===== config.mk =====
export PLATFORM = sky130hd
export DESIGN_NAME = ex_mem_stage_flat
export DESIGN_NICKNAME = d
export VERILOG_FILES = /design/src/rtl/mips_pkg.sv /design/src/rtl/ex_mem_stage_if.sv /design/src/rtl/hilo_reg.sv /design/src/rtl/ex_mem_stage.sv /design/src/flat_wrapper.sv
export SDC_FILE = /design/constraint.sdc
export NUM_CORES = 1
export LEC_CHECK = 0
export ABC_CLOCK_PERIOD_IN_PS = 2900
export CORE_MARGIN = 5
export CORE_UTILIZATION = 42
export CTS_CLUSTER_SIZE = 12
export DETAILED_ROUTE_END_ITERATION = 8
export PLACE_DENSITY_LB_ADDON = 0.05
export SYNTH_ARGS = -nofsm -noshare
export SYNTH_HDL_FRONTEND = slang
export SYNTH_SLANG_ARGS = --single-unit

===== constraint.sdc =====
create_clock -name clk -period 2.9 [get_ports clk]
set_input_delay 0.29 -clock clk [delete_from_list [all_inputs] [get_ports clk]]
set_output_delay 0.29 -clock clk [all_outputs]
set_load 0.01 [all_outputs]

===== src/rtl/mips_pkg.sv =====
// Shared MIPS definitions: ALU function codes, write-back select encoding and
// opcode classification helpers used by the ALU and the EX/MEM stage.
package mips_pkg;

    localparam logic [5:0] FN_BLEZ  = 6'b000111;
    localparam logic [5:0] FN_BGTZ  = 6'b001000;
    localparam logic [5:0] FN_BEQ   = 6'b001001;
    localparam logic [5:0] FN_BNE   = 6'b001010;
    localparam logic [5:0] FN_BGEZ  = 6'b001011;
    localparam logic [5:0] FN_BLTZ  = 6'b001100;
    localparam logic [5:0] FN_MFHI  = 6'b010000;
    localparam logic [5:0] FN_MFLO  = 6'b010010;
    localparam logic [5:0] FN_MULT  = 6'b011000;
    localparam logic [5:0] FN_MULTU = 6'b011001;
    localparam logic [5:0] FN_ADDU  = 6'b100001;
    localparam logic [5:0] FN_HALT  = 6'b111111;

    typedef enum logic [1:0] {
        SEL_ALU  = 2'd0,
        SEL_HI   = 2'd1,
        SEL_LO   = 2'd2,
        SEL_LINK = 2'd3
    } out_sel_e;

    function automatic logic is_branch(input logic [5:0] fn);
        return (fn == FN_BLEZ) || (fn == FN_BGTZ) || (fn == FN_BEQ) ||
               (fn == FN_BNE)  || (fn == FN_BGEZ) || (fn == FN_BLTZ);
    endfunction

    function automatic logic is_mult(input logic [5:0] fn);
        return (fn == FN_MULT) || (fn == FN_MULTU);
    endfunction

endpackage


===== src/rtl/ex_mem_stage_if.sv =====
// Handshake bundles around the EX/MEM stage: the EX-side request bus and the
// MEM-side result bus, each with master (driver) and slave (receiver) views.
interface ex_bus_if #(
    parameter int WIDTH      = 32,
    parameter int REG_ADDR_W = 5
);
    logic                  ex_valid;
    logic                  ex_ready;
    logic [5:0]            op_sel;
    logic [WIDTH-1:0]      result_lo;
    logic [WIDTH-1:0]      result_hi;
    logic                  branch_taken;
    logic [1:0]            out_sel;
    logic [WIDTH-1:0]      pc_plus4;
    logic [WIDTH-1:0]      branch_target;
    logic [WIDTH-1:0]      store_data;
    logic [REG_ADDR_W-1:0] dest;
    logic                  reg_write;
    logic                  mem_read;
    logic                  mem_write;

    modport master (
        output ex_valid, op_sel, result_lo, result_hi, branch_taken, out_sel,
               pc_plus4, branch_target, store_data, dest, reg_write, mem_read, mem_write,
        input  ex_ready
    );

    modport slave (
        input  ex_valid, op_sel, result_lo, result_hi, branch_taken, out_sel,
               pc_plus4, branch_target, store_data, dest, reg_write, mem_read, mem_write,
        output ex_ready
    );
endinterface

interface mem_bus_if #(
    parameter int WIDTH      = 32,
    parameter int REG_ADDR_W = 5
);
    logic                  mem_valid;
    logic                  mem_ready;
    logic [WIDTH-1:0]      mem_alu_out;
    logic [WIDTH-1:0]      mem_store_data;
    logic [REG_ADDR_W-1:0] mem_dest;
    logic                  mem_reg_write;
    logic                  mem_mem_read;
    logic                  mem_mem_write;

    modport master (
        output mem_valid, mem_alu_out, mem_store_data, mem_dest,
               mem_reg_write, mem_mem_read, mem_mem_write,
        input  mem_ready
    );

    modport slave (
        input  mem_valid, mem_alu_out, mem_store_data, mem_dest,
               mem_reg_write, mem_mem_read, mem_mem_write,
        output mem_ready
    );
endinterface


===== src/rtl/hilo_reg.sv =====
// Architectural HI/LO register pair, written together by multiply instructions.
module hilo_reg #(
    parameter int WIDTH = 32
) (
    input  logic             clk,
    input  logic             rst_n,
    input  logic             we,
    input  logic [WIDTH-1:0] hi_d,
    input  logic [WIDTH-1:0] lo_d,
    output logic [WIDTH-1:0] hi_q,
    output logic [WIDTH-1:0] lo_q
);

    // NOTE: sequential state uses non-blocking assignments so every flop samples pre-edge values.
    always_ff @(posedge clk or negedge rst_n) begin
        if (!rst_n) begin
            hi_q <= '0;
            lo_q <= '0;
        end else if (we) begin
            hi_q <= hi_d;
            lo_q <= lo_d;
        end
    end

endmodule


===== src/rtl/ex_mem_stage.sv =====
// EX/MEM pipeline register: captures ALU results under valid/ready, owns HI/LO,
// pulses a fetch redirect for taken branches and squashes the wrong-path follower.
module ex_mem_stage
    import mips_pkg::*;
#(
    parameter int WIDTH      = 32,
    parameter int REG_ADDR_W = 5
) (
    input  logic              clk,
    input  logic              rst_n,
    ex_bus_if.slave           ex,
    mem_bus_if.master         mem,
    output logic              redirect_valid,
    output logic [WIDTH-1:0]  redirect_pc,
    output logic [WIDTH-1:0]  hi_out,
    output logic [WIDTH-1:0]  lo_out,
    output logic              halted
);

    logic                  mem_valid_q;
    logic [WIDTH-1:0]      alu_out_q;
    logic [WIDTH-1:0]      store_data_q;
    logic [REG_ADDR_W-1:0] dest_q;
    logic                  reg_write_q;
    logic                  mem_read_q;
    logic                  mem_write_q;
    logic                  squash_pending;

    logic                  accept;
    logic                  take;
    logic                  take_halt;
    logic                  take_mult;
    logic                  take_redirect;
    logic [WIDTH-1:0]      alu_sel;

    assign ex.ex_ready = !halted && (!mem_valid_q || mem.mem_ready);
    assign accept      = ex.ex_valid && ex.ex_ready;

    // An accept while a squash is pending consumes the wrong-path instruction silently.
    assign take          = accept && !squash_pending;
    assign take_halt     = take && (ex.op_sel == FN_HALT);
    assign take_mult     = take && is_mult(ex.op_sel);
    assign take_redirect = take && is_branch(ex.op_sel) && ex.branch_taken;

    // HI/LO select reads the register outputs, i.e. the value before this accept's update.
    always_comb begin
        alu_sel = ex.result_lo;
        case (out_sel_e'(ex.out_sel))
            SEL_HI:   alu_sel = hi_out;
            SEL_LO:   alu_sel = lo_out;
            SEL_LINK: alu_sel = ex.pc_plus4 + WIDTH'(4);
            default:  alu_sel = ex.result_lo;
        endcase
    end

    hilo_reg #(.WIDTH(WIDTH)) u_hilo (
        .clk   (clk),
        .rst_n (rst_n),
        .we    (take_mult),
        .hi_d  (ex.result_hi),
        .lo_d  (ex.result_lo),
        .hi_q  (hi_out),
        .lo_q  (lo_out)
    );

    always_ff @(posedge clk or negedge rst_n) begin
        if (!rst_n) begin
            mem_valid_q  <= 1'b0;
            alu_out_q    <= '0;
            store_data_q <= '0;
            dest_q       <= '0;
            reg_write_q  <= 1'b0;
            mem_read_q   <= 1'b0;
            mem_write_q  <= 1'b0;
        end else if (take) begin
            mem_valid_q  <= 1'b1;
            alu_out_q    <= alu_sel;
            store_data_q <= ex.store_data;
            dest_q       <= ex.dest;
            reg_write_q  <= ex.reg_write && !is_mult(ex.op_sel) && (ex.op_sel != FN_HALT);
            mem_read_q   <= ex.mem_read  && (ex.op_sel != FN_HALT);
            mem_write_q  <= ex.mem_write && (ex.op_sel != FN_HALT);
        end else if (mem_valid_q && mem.mem_ready) begin
            mem_valid_q  <= 1'b0;
        end
    end

    always_ff @(posedge clk or negedge rst_n) begin
        if (!rst_n) begin
            redirect_valid <= 1'b0;
            redirect_pc    <= '0;
            squash_pending <= 1'b0;
            halted         <= 1'b0;
        end else begin
            redirect_valid <= take_redirect;
            if (take_redirect) begin
                redirect_pc    <= ex.branch_target;
                squash_pending <= 1'b1;
            end else if (accept) begin
                squash_pending <= 1'b0;
            end
            if (take_halt) begin
                halted <= 1'b1;
            end
        end
    end

    assign mem.mem_valid      = mem_valid_q;
    assign mem.mem_alu_out    = alu_out_q;
    assign mem.mem_store_data = store_data_q;
    assign mem.mem_dest       = dest_q;
    assign mem.mem_reg_write  = reg_write_q;
    assign mem.mem_mem_read   = mem_read_q;
    assign mem.mem_mem_write  = mem_write_q;

endmodule


===== src/flat_wrapper.sv =====
// flat-port wrapper written by rule: the top's interface ports become plain ports
module ex_mem_stage_flat import mips_pkg::*;
#(
    parameter int WIDTH      = 32,
    parameter int REG_ADDR_W = 5
)
  (clk, rst_n, redirect_valid, redirect_pc, hi_out, lo_out, halted, ex_ex_valid, ex_op_sel, ex_result_lo, ex_result_hi, ex_branch_taken, ex_out_sel, ex_pc_plus4, ex_branch_target, ex_store_data, ex_dest, ex_reg_write, ex_mem_read, ex_mem_write, ex_ex_ready, mem_mem_valid, mem_mem_alu_out, mem_mem_store_data, mem_mem_dest, mem_mem_reg_write, mem_mem_mem_read, mem_mem_mem_write, mem_mem_ready);
  ex_bus_if #(.WIDTH(WIDTH), .REG_ADDR_W(REG_ADDR_W)) ex_i ();
  mem_bus_if #(.WIDTH(WIDTH), .REG_ADDR_W(REG_ADDR_W)) mem_i ();
  input  logic clk;
  input  logic rst_n;
  output logic redirect_valid;
  output logic [WIDTH-1:0] redirect_pc;
  output logic [WIDTH-1:0] hi_out;
  output logic [WIDTH-1:0] lo_out;
  output logic halted;
  input wire logic [$bits(ex_i.ex_valid)-1:0] ex_ex_valid;
  input wire logic [$bits(ex_i.op_sel)-1:0] ex_op_sel;
  input wire logic [$bits(ex_i.result_lo)-1:0] ex_result_lo;
  input wire logic [$bits(ex_i.result_hi)-1:0] ex_result_hi;
  input wire logic [$bits(ex_i.branch_taken)-1:0] ex_branch_taken;
  input wire logic [$bits(ex_i.out_sel)-1:0] ex_out_sel;
  input wire logic [$bits(ex_i.pc_plus4)-1:0] ex_pc_plus4;
  input wire logic [$bits(ex_i.branch_target)-1:0] ex_branch_target;
  input wire logic [$bits(ex_i.store_data)-1:0] ex_store_data;
  input wire logic [$bits(ex_i.dest)-1:0] ex_dest;
  input wire logic [$bits(ex_i.reg_write)-1:0] ex_reg_write;
  input wire logic [$bits(ex_i.mem_read)-1:0] ex_mem_read;
  input wire logic [$bits(ex_i.mem_write)-1:0] ex_mem_write;
  output wire logic [$bits(ex_i.ex_ready)-1:0] ex_ex_ready;
  output wire logic [$bits(mem_i.mem_valid)-1:0] mem_mem_valid;
  output wire logic [$bits(mem_i.mem_alu_out)-1:0] mem_mem_alu_out;
  output wire logic [$bits(mem_i.mem_store_data)-1:0] mem_mem_store_data;
  output wire logic [$bits(mem_i.mem_dest)-1:0] mem_mem_dest;
  output wire logic [$bits(mem_i.mem_reg_write)-1:0] mem_mem_reg_write;
  output wire logic [$bits(mem_i.mem_mem_read)-1:0] mem_mem_mem_read;
  output wire logic [$bits(mem_i.mem_mem_write)-1:0] mem_mem_mem_write;
  input wire logic [$bits(mem_i.mem_ready)-1:0] mem_mem_ready;
  assign ex_i.ex_valid = ex_ex_valid;
  assign ex_i.op_sel = ex_op_sel;
  assign ex_i.result_lo = ex_result_lo;
  assign ex_i.result_hi = ex_result_hi;
  assign ex_i.branch_taken = ex_branch_taken;
  assign ex_i.out_sel = ex_out_sel;
  assign ex_i.pc_plus4 = ex_pc_plus4;
  assign ex_i.branch_target = ex_branch_target;
  assign ex_i.store_data = ex_store_data;
  assign ex_i.dest = ex_dest;
  assign ex_i.reg_write = ex_reg_write;
  assign ex_i.mem_read = ex_mem_read;
  assign ex_i.mem_write = ex_mem_write;
  assign ex_ex_ready = ex_i.ex_ready;
  assign mem_mem_valid = mem_i.mem_valid;
  assign mem_mem_alu_out = mem_i.mem_alu_out;
  assign mem_mem_store_data = mem_i.mem_store_data;
  assign mem_mem_dest = mem_i.mem_dest;
  assign mem_mem_reg_write = mem_i.mem_reg_write;
  assign mem_mem_mem_read = mem_i.mem_mem_read;
  assign mem_mem_mem_write = mem_i.mem_mem_write;
  assign mem_i.mem_ready = mem_mem_ready;
  ex_mem_stage #(.WIDTH(WIDTH), .REG_ADDR_W(REG_ADDR_W)) u_core (.clk(clk), .rst_n(rst_n), .ex(ex_i), .mem(mem_i), .redirect_valid(redirect_valid), .redirect_pc(redirect_pc), .hi_out(hi_out), .lo_out(lo_out), .halted(halted));
endmodule

==> impl_metrics.csv <==
group,metric,value,unit
drt,drt-total-wl,25500,µm
logic_synthesis,yosysMostFrequentCell,"dfrtp_1",
placement,dp_slack,0.365,ns
logic_synthesis,ys_ff_latch,172,
setup_path,crit_top_cell,"nor4b_4",
clock_network,root_buffer,"clkbuf_16",
die,ioPinCount,353,
final_layout,final_cells,1267,
setup_path,worst-path-max-fanout,34,
clock_network,clkTransAtPathRegs,0.07,ns
placement,gp_congestion,0.813,
sta,worstMarginPinSlew,0.641,ns
min_path,hold_depth,3,
clock_network,cts_tree,"done",
logic_synthesis,ys_types,45,
setup_path,ff2ff_setup_slack,0.75,ns
clock_network,htree_num_levels,4,
min_path,hold_class,"input port to flip-flop",
setup_path,required,3.20,ns
final_layout,seq_area,4300,µm²
logic_synthesis,synth_ff_type,"dfrtp_1",
final_layout,n_antenna_cell,0,
sta,max_freq,465,MHz
setup_path,worstPathArrival,2.45,ns
flow_run,maxCapViolCount,0,
final_layout,drive_above_1_share,16.3,%
logic_synthesis,syn_nets,860,
clock_network,clkSinkCount,172,
sta,final_hold_viol_count,0,
setup_path,critPathTopFamily,"simple AND/OR/NAND/NOR gates",
logic_synthesis,synthSimpleGateAreaFrac,13.6,%
sta,drv_slew,0,
placement,placed_cells,1235,
setup_path,r2r_start,"u_core.halted$_DFFE_PN0P_",
clock_network,cts_setup_buffers,0,
drt,drtIter0Drc,221,
global_route,grt_pass1_wl,40000,µm
clock_network,clock_latency,0.42,ns
sta,hold-worst-slack,0.398,ns
placement,dp_hpwl,19100,µm
setup_path,reg2reg_depth,5,
die,num_rows,49,
logic_synthesis,synthMuxAreaShare,18.9,%
global_route,antenna_found_initial,1,
global_route,grt_pass1_vias,6683,
final_layout,multi_input_area,3330,µm²
clock_network,cts_buffers,17,
logic_synthesis,synth_edf_count,0,
drt,firstDrtPassIters,4,
setup_path,path_class,"flip-flop to flip-flop",
global_route,grt_util_all_layers,23.9,%
sta,setup_slack,0.751,ns
global_route,grt_max_degree,91,
setup_path,cp-end-kind,"flip-flop",
sta,rsz0062_at_grt,"no",
logic_synthesis,netlist_instances,678,
sta,fin_skew,0.00923,ns
logic_synthesis,yosysWarnings,0,
logic_synthesis,seq_area_frac_synth,55.2,%
logic_synthesis,synth.cell_area,7800,µm²
drt,viasPerCell,5.08,
drt,route.detailed.drc,0,
final_layout,utilization,67.2,%
logic_synthesis,netlist.area_leader.share,55.2,%
logic_synthesis,synth_top_family_by_area,"multiplexers",
setup_path,path_cells,"nor4b_4, o211ai_4, nor4b_4, buf_12, mux2_2",
logic_synthesis,yosys.area.top_type,"dfrtp_1",
clock_network,clockBufferDepth,2,
placement,port_buffers,352,
outcome,status,"finished, final reports clean",
logic_synthesis,synth_compound_area_share,6.91,%
die,die_h,146,µm
die,start_util,43.0,%
sta,period_minus_slack,2.15,ns
final_layout,fin_nets,1208,
setup_path,critPathSlowestCell,"nor4b_4",
power_and_ir_drop,ir_worst_vdd,0.000416,V
sta,setup_viol,0,
logic_synthesis,ys_top_cells_by_area,"dfrtp_1, mux2_2, nand2_1",
logic_synthesis,synthXorXnorAreaFrac,2.92,%
die,die_w,146,µm
setup_path,critPathMaxStageDelay,0.46,ns
logic_synthesis,synthTopCellsByCount,"dfrtp_1, nand2_1, mux2_2",
global_route,overflow,0,
final_layout,fill_cells,1459,
logic_synthesis,async_flop_share,100,%
min_path,hold_path_end,"u_core.mem.mem_store_data[1]$_DFFE_PN0P_",
sta,max_slew_margin,57.3,%
drt,drtAntennaViolNets,0,
setup_path,crit_buf_inv,1,
setup_path,r2r_end,"u_core.redirect_pc[13]$_DFFE_PN0P_",
drt,wl_per_cell,20.1,µm
final_layout,syn_to_final_growth,56.3,%
die,die-area,21400,µm²
power_and_ir_drop,p_per_area,664,nW/µm²
drt,vias,6431,
logic_synthesis,synthAdderAreaFrac,0.160,%
setup_path,cp-start-kind,"flip-flop",
logic_synthesis,avgSynthCellArea,11.5,µm²
power_and_ir_drop,leakage,0.00534,µW
sta,finalCritPeriodShare,74.1,%
min_path,hp-start,"ex_store_data[1]",
sta,finalSetupTns,0,ns
die,core_area,18100,µm²
-- worst min-delay path, cell delays in order --
cell	delay (ns)
clkdlybuf4s50_1	0.40
nand2_1	0.05
nand2_1	0.04
-- what timing repair did --
item | CTS | global route
endpoints found under the hold margin | 65 | 0
hold buffers | 1 | 0
resized for setup | 0 | 0
-- power by group --
part	internal, µW	switching (µW)	total (µW)
clock	1230	957	2190
combinational	1560	1090	2650
sequential	2940	318	3250
-- routing by layer --
| metal | vias to the layer above | GRT usage [%] | wire length [µm] |
|---|---|---|---|
| li1 | 3084 | - | - |
| met4 | 2 | 6.30 | 321 |
| met5 | - | 0 | 9 |
| met1 | 3082 | 29.2 | 10300 |
| met2 | 238 | 40.1 | 12700 |
| met3 | 25 | 8.92 | 2190 |
-- cells in the final DEF (no fill, tap or decap), drive strengths merged, types with 19 or more instances in the layout --
cell             n
xor2            21
o21ai           25
clkdlybuf4s50  349
clkbuf          19
nand2          152
dfrtp          172
nor2            26
mux2           107
-- logic make-up (layout without fill, tap and decap cells) --
group,after synthesis,in the layout
AOI/OAI and AO/OA,78,78
xor gates and xnor gates,26,26
and+or+nand+nor,232,232
adders and majority gates,1,1
muxes,128,128
buffers and inverters,41,401
DFF,172,172
-- worst max-delay path by stage --
stage / startpoint / cells after the start / slack [ns] / to
3_5_place_dp: ex_pc_plus4[4] / 6 / 0.37 / u_core.mem.mem_alu_out[27]$_DFFE_PN0P_
3_3_place_gp: ex_pc_plus4[2] / 7 / 0.43 / u_core.mem.mem_alu_out[20]$_DFFE_PN0P_
5_1_grt: ex_pc_plus4[4] / 6 / 0.61 / u_core.mem.mem_alu_out[27]$_DFFE_PN0P_
2_1_floorplan: u_core.mem.mem_valid$_DFFE_PN0P_ / 7 / 0.79 / u_core.redirect_pc[10]$_DFFE_PN0P_
6_report: u_core.halted$_DFFE_PN0P_ / 5 / 0.75 / u_core.redirect_pc[13]$_DFFE_PN0P_
4_1_cts: u_core.halted$_DFFE_PN0P_ / 5 / 0.75 / u_core.redirect_pc[13]$_DFFE_PN0P_
-- registers in the layout, summed over array words and instances (netlist names) --
register                   cells
u_core.mem.mem_alu_out        32
u_core.mem.mem_store_data     32
u_core.redirect_pc            32
u_core.u_hilo.hi_q            32
u_core.u_hilo.lo_q            32
u_core.mem.mem_dest            5
u_core.halted                  1
u_core.mem.mem_mem_read        1
u_core.mem.mem_mem_write       1
u_core.mem.mem_reg_write       1
u_core.mem.mem_valid           1
u_core.redirect_valid          1
u_core.squash_pending          1
-- metrics by stage --
step / power [µW] / cell area [µm²]
4_1_cts: 8210 / 12200
5_1_grt: 8530 / 12200
3_3_place_gp: 5930 / 11600
6_report: 8090 / 12200
3_5_place_dp: 5970 / 11600
2_1_floorplan: 4240 / 7800
-- final cells by class --
class | count | share of cell area (%)
clock inverters | 12 | 0.965
inverters | 4 | 0.123
flip-flops and latches | 172 | 35.3
well taps | 229 | 2.35
multi-input cells | 465 | 27.3
repair buffers | 366 | 30.2
clock buffers | 19 | 3.71
No activity file was read; power rests on OpenSTA's default activity.
==> patch: new RTL, config.mk and constraints unchanged <==
Remove the register `redirect_valid`: a continuous assignment takes its place, so the output `redirect_valid` follows one clock earlier.
--- a/src/rtl/ex_mem_stage.sv
+++ b/src/rtl/ex_mem_stage.sv
@@ -89,3 +89,2 @@
         if (!rst_n) begin
-            redirect_valid <= 1'b0;
             redirect_pc    <= '0;
@@ -94,3 +93,2 @@
         end else begin
-            redirect_valid <= take_redirect;
             if (take_redirect) begin
@@ -107,2 +105,4 @@
 
+    assign redirect_valid = take_redirect;
+
     assign mem.mem_valid      = mem_valid_q;
Function: changed (Yosys sat finds a counterexample within 4 cycles, from zero or initial values and one cycle with rst_n low).
==> patch against the original RTL <==
- hold slack worse by 0.0059 ns
- routed wire length shrank 0.13%
- setup slack got worse by 0.55 ns
- power increased by 2.7%
- global-route usage fell by 0.27 points
- synthesized area fell by 0.32%
- utilization grew 0.56 points
- critical path depth is the same
- sequential share of layout area down 0.38 points
- final area rose by 0.49%
- fmax decreased by 20%
- sequential cell count is 1 lower
- via count increased by 1.6%
- clock power increased by 11%
- largest cell class unchanged
==> patch: results (changes against the original RTL) <==
[outcome]
status = completed

[place]
dp_hpwl_um = 19100  ; about the same
placed_cells = 1238  ; +0.24%
placed_cell_area_mm2 = 0.0116  ; about the same

[route]
wl_met2_um = 12200  ; -3.4%
top_layer_used = met4
detail_route.iter0.violations = 261  ; +18%
vias = 6536  ; +1.6%
drt_wl_total_um = 25500  ; -0.13%

[synth]
synth_commonest_cells = 171 x dfrtp_1, 152 x nand2_1, 107 x mux2_2
ys_top_cells_by_area = dfrtp_1 55%, mux2_2 15%, nand2_1 7.3%
synth_area_per_cell_um2 = 11.5  ; -0.17%
ys_seq_area_frac = 0.550  ; -0.00144
synth_fa_ha_area_frac = 0.00161  ; +0.00000516
synth-compound-area-share = 0.0693  ; +0.000222

[global_routing]
grtUsageMet1 = 0.294  ; +0.00189
grt_usage = 0.236  ; -0.00275
grt_pass1_vias = 6713  ; +0.45%
gr-usage-met2 = 0.391  ; -0.0100

[power_and_ir_drop]
max-vdd-ir-drop_uv = 415  ; -0.28%
p_leak_uw = 0.00537  ; +0.59%

[timing]
maxSlewHeadroom = 0.494  ; -0.0790
clock_skew_ns = 0.00665  ; -0.00258 ns

[critical_path]
crit_fanout = 3  ; -91%
arrival_ns = 2.41  ; -0.04 ns

patch: changes by cell type after synthesis, sizes merged:
cell | before | now
dfrtp | 172 | 171
patch: path summary, 6_finish.rpt:
path	slack [ns]	to	startpoint
worst max-delay path	0.20	redirect_valid	u_core.mem.mem_valid
worst min-delay path	0.39	u_core.mem.mem_store_data[19]	ex_store_data[19]
worst max register to register	0.73	u_core.mem.mem_alu_out[31]	u_core.mem.mem_valid
worst min register to register	0.47	u_core.mem.mem_store_data[16]	u_core.mem.mem_store_data[16]
max in group asynchronous	1.67	u_core.mem.mem_store_data[10]	rst_n
min in group asynchronous	0.46	u_core.u_hilo.hi_q[0]	rst_n
patch: kinds of logic after synthesis:
kind of cell,count (synthesis)
flip-flops,171
adder cells (fa/ha/maj),1
AO/OA/AOI/OAI,78
multiplexers,128
XOR/XNOR,26
buffers and inverters,41
AND/OR/NAND/NOR,232
patch: through the flow:
step	power [µW]	util
global placement	5910	0.642
floorplan	4220	-
finish	8310	0.677
CTS	8400	0.677
global route	8720	0.677
detailed placement	5960	0.642
patch: final cells by class:
cell class                      count  area [µm²]
Antenna cell                        2        5.00
Clock buffer                       18         429
Clock inverter                     13         191
Fill cell                        1443        5830
Inverter                            4        15.0
Multi-Input combinational cell    465        3330
Sequential cell                   171        4280
Tap cell                          229         287
Timing Repair Buffer              370        3710
patch: where the power goes:
group / internal [µW] / switching, µW
clock: 1450 / 978
sequential: 2920 / 320
combinational: 1560 / 1080
total: 5930 / 2380
patch: what timing repair did:
item,in CTS,in global routing
hold buffers,1,0
endpoints found under the hold margin,70,0
gates resized for setup,0,0
setup endpoints to repair,0,0
setup buffers,0,0
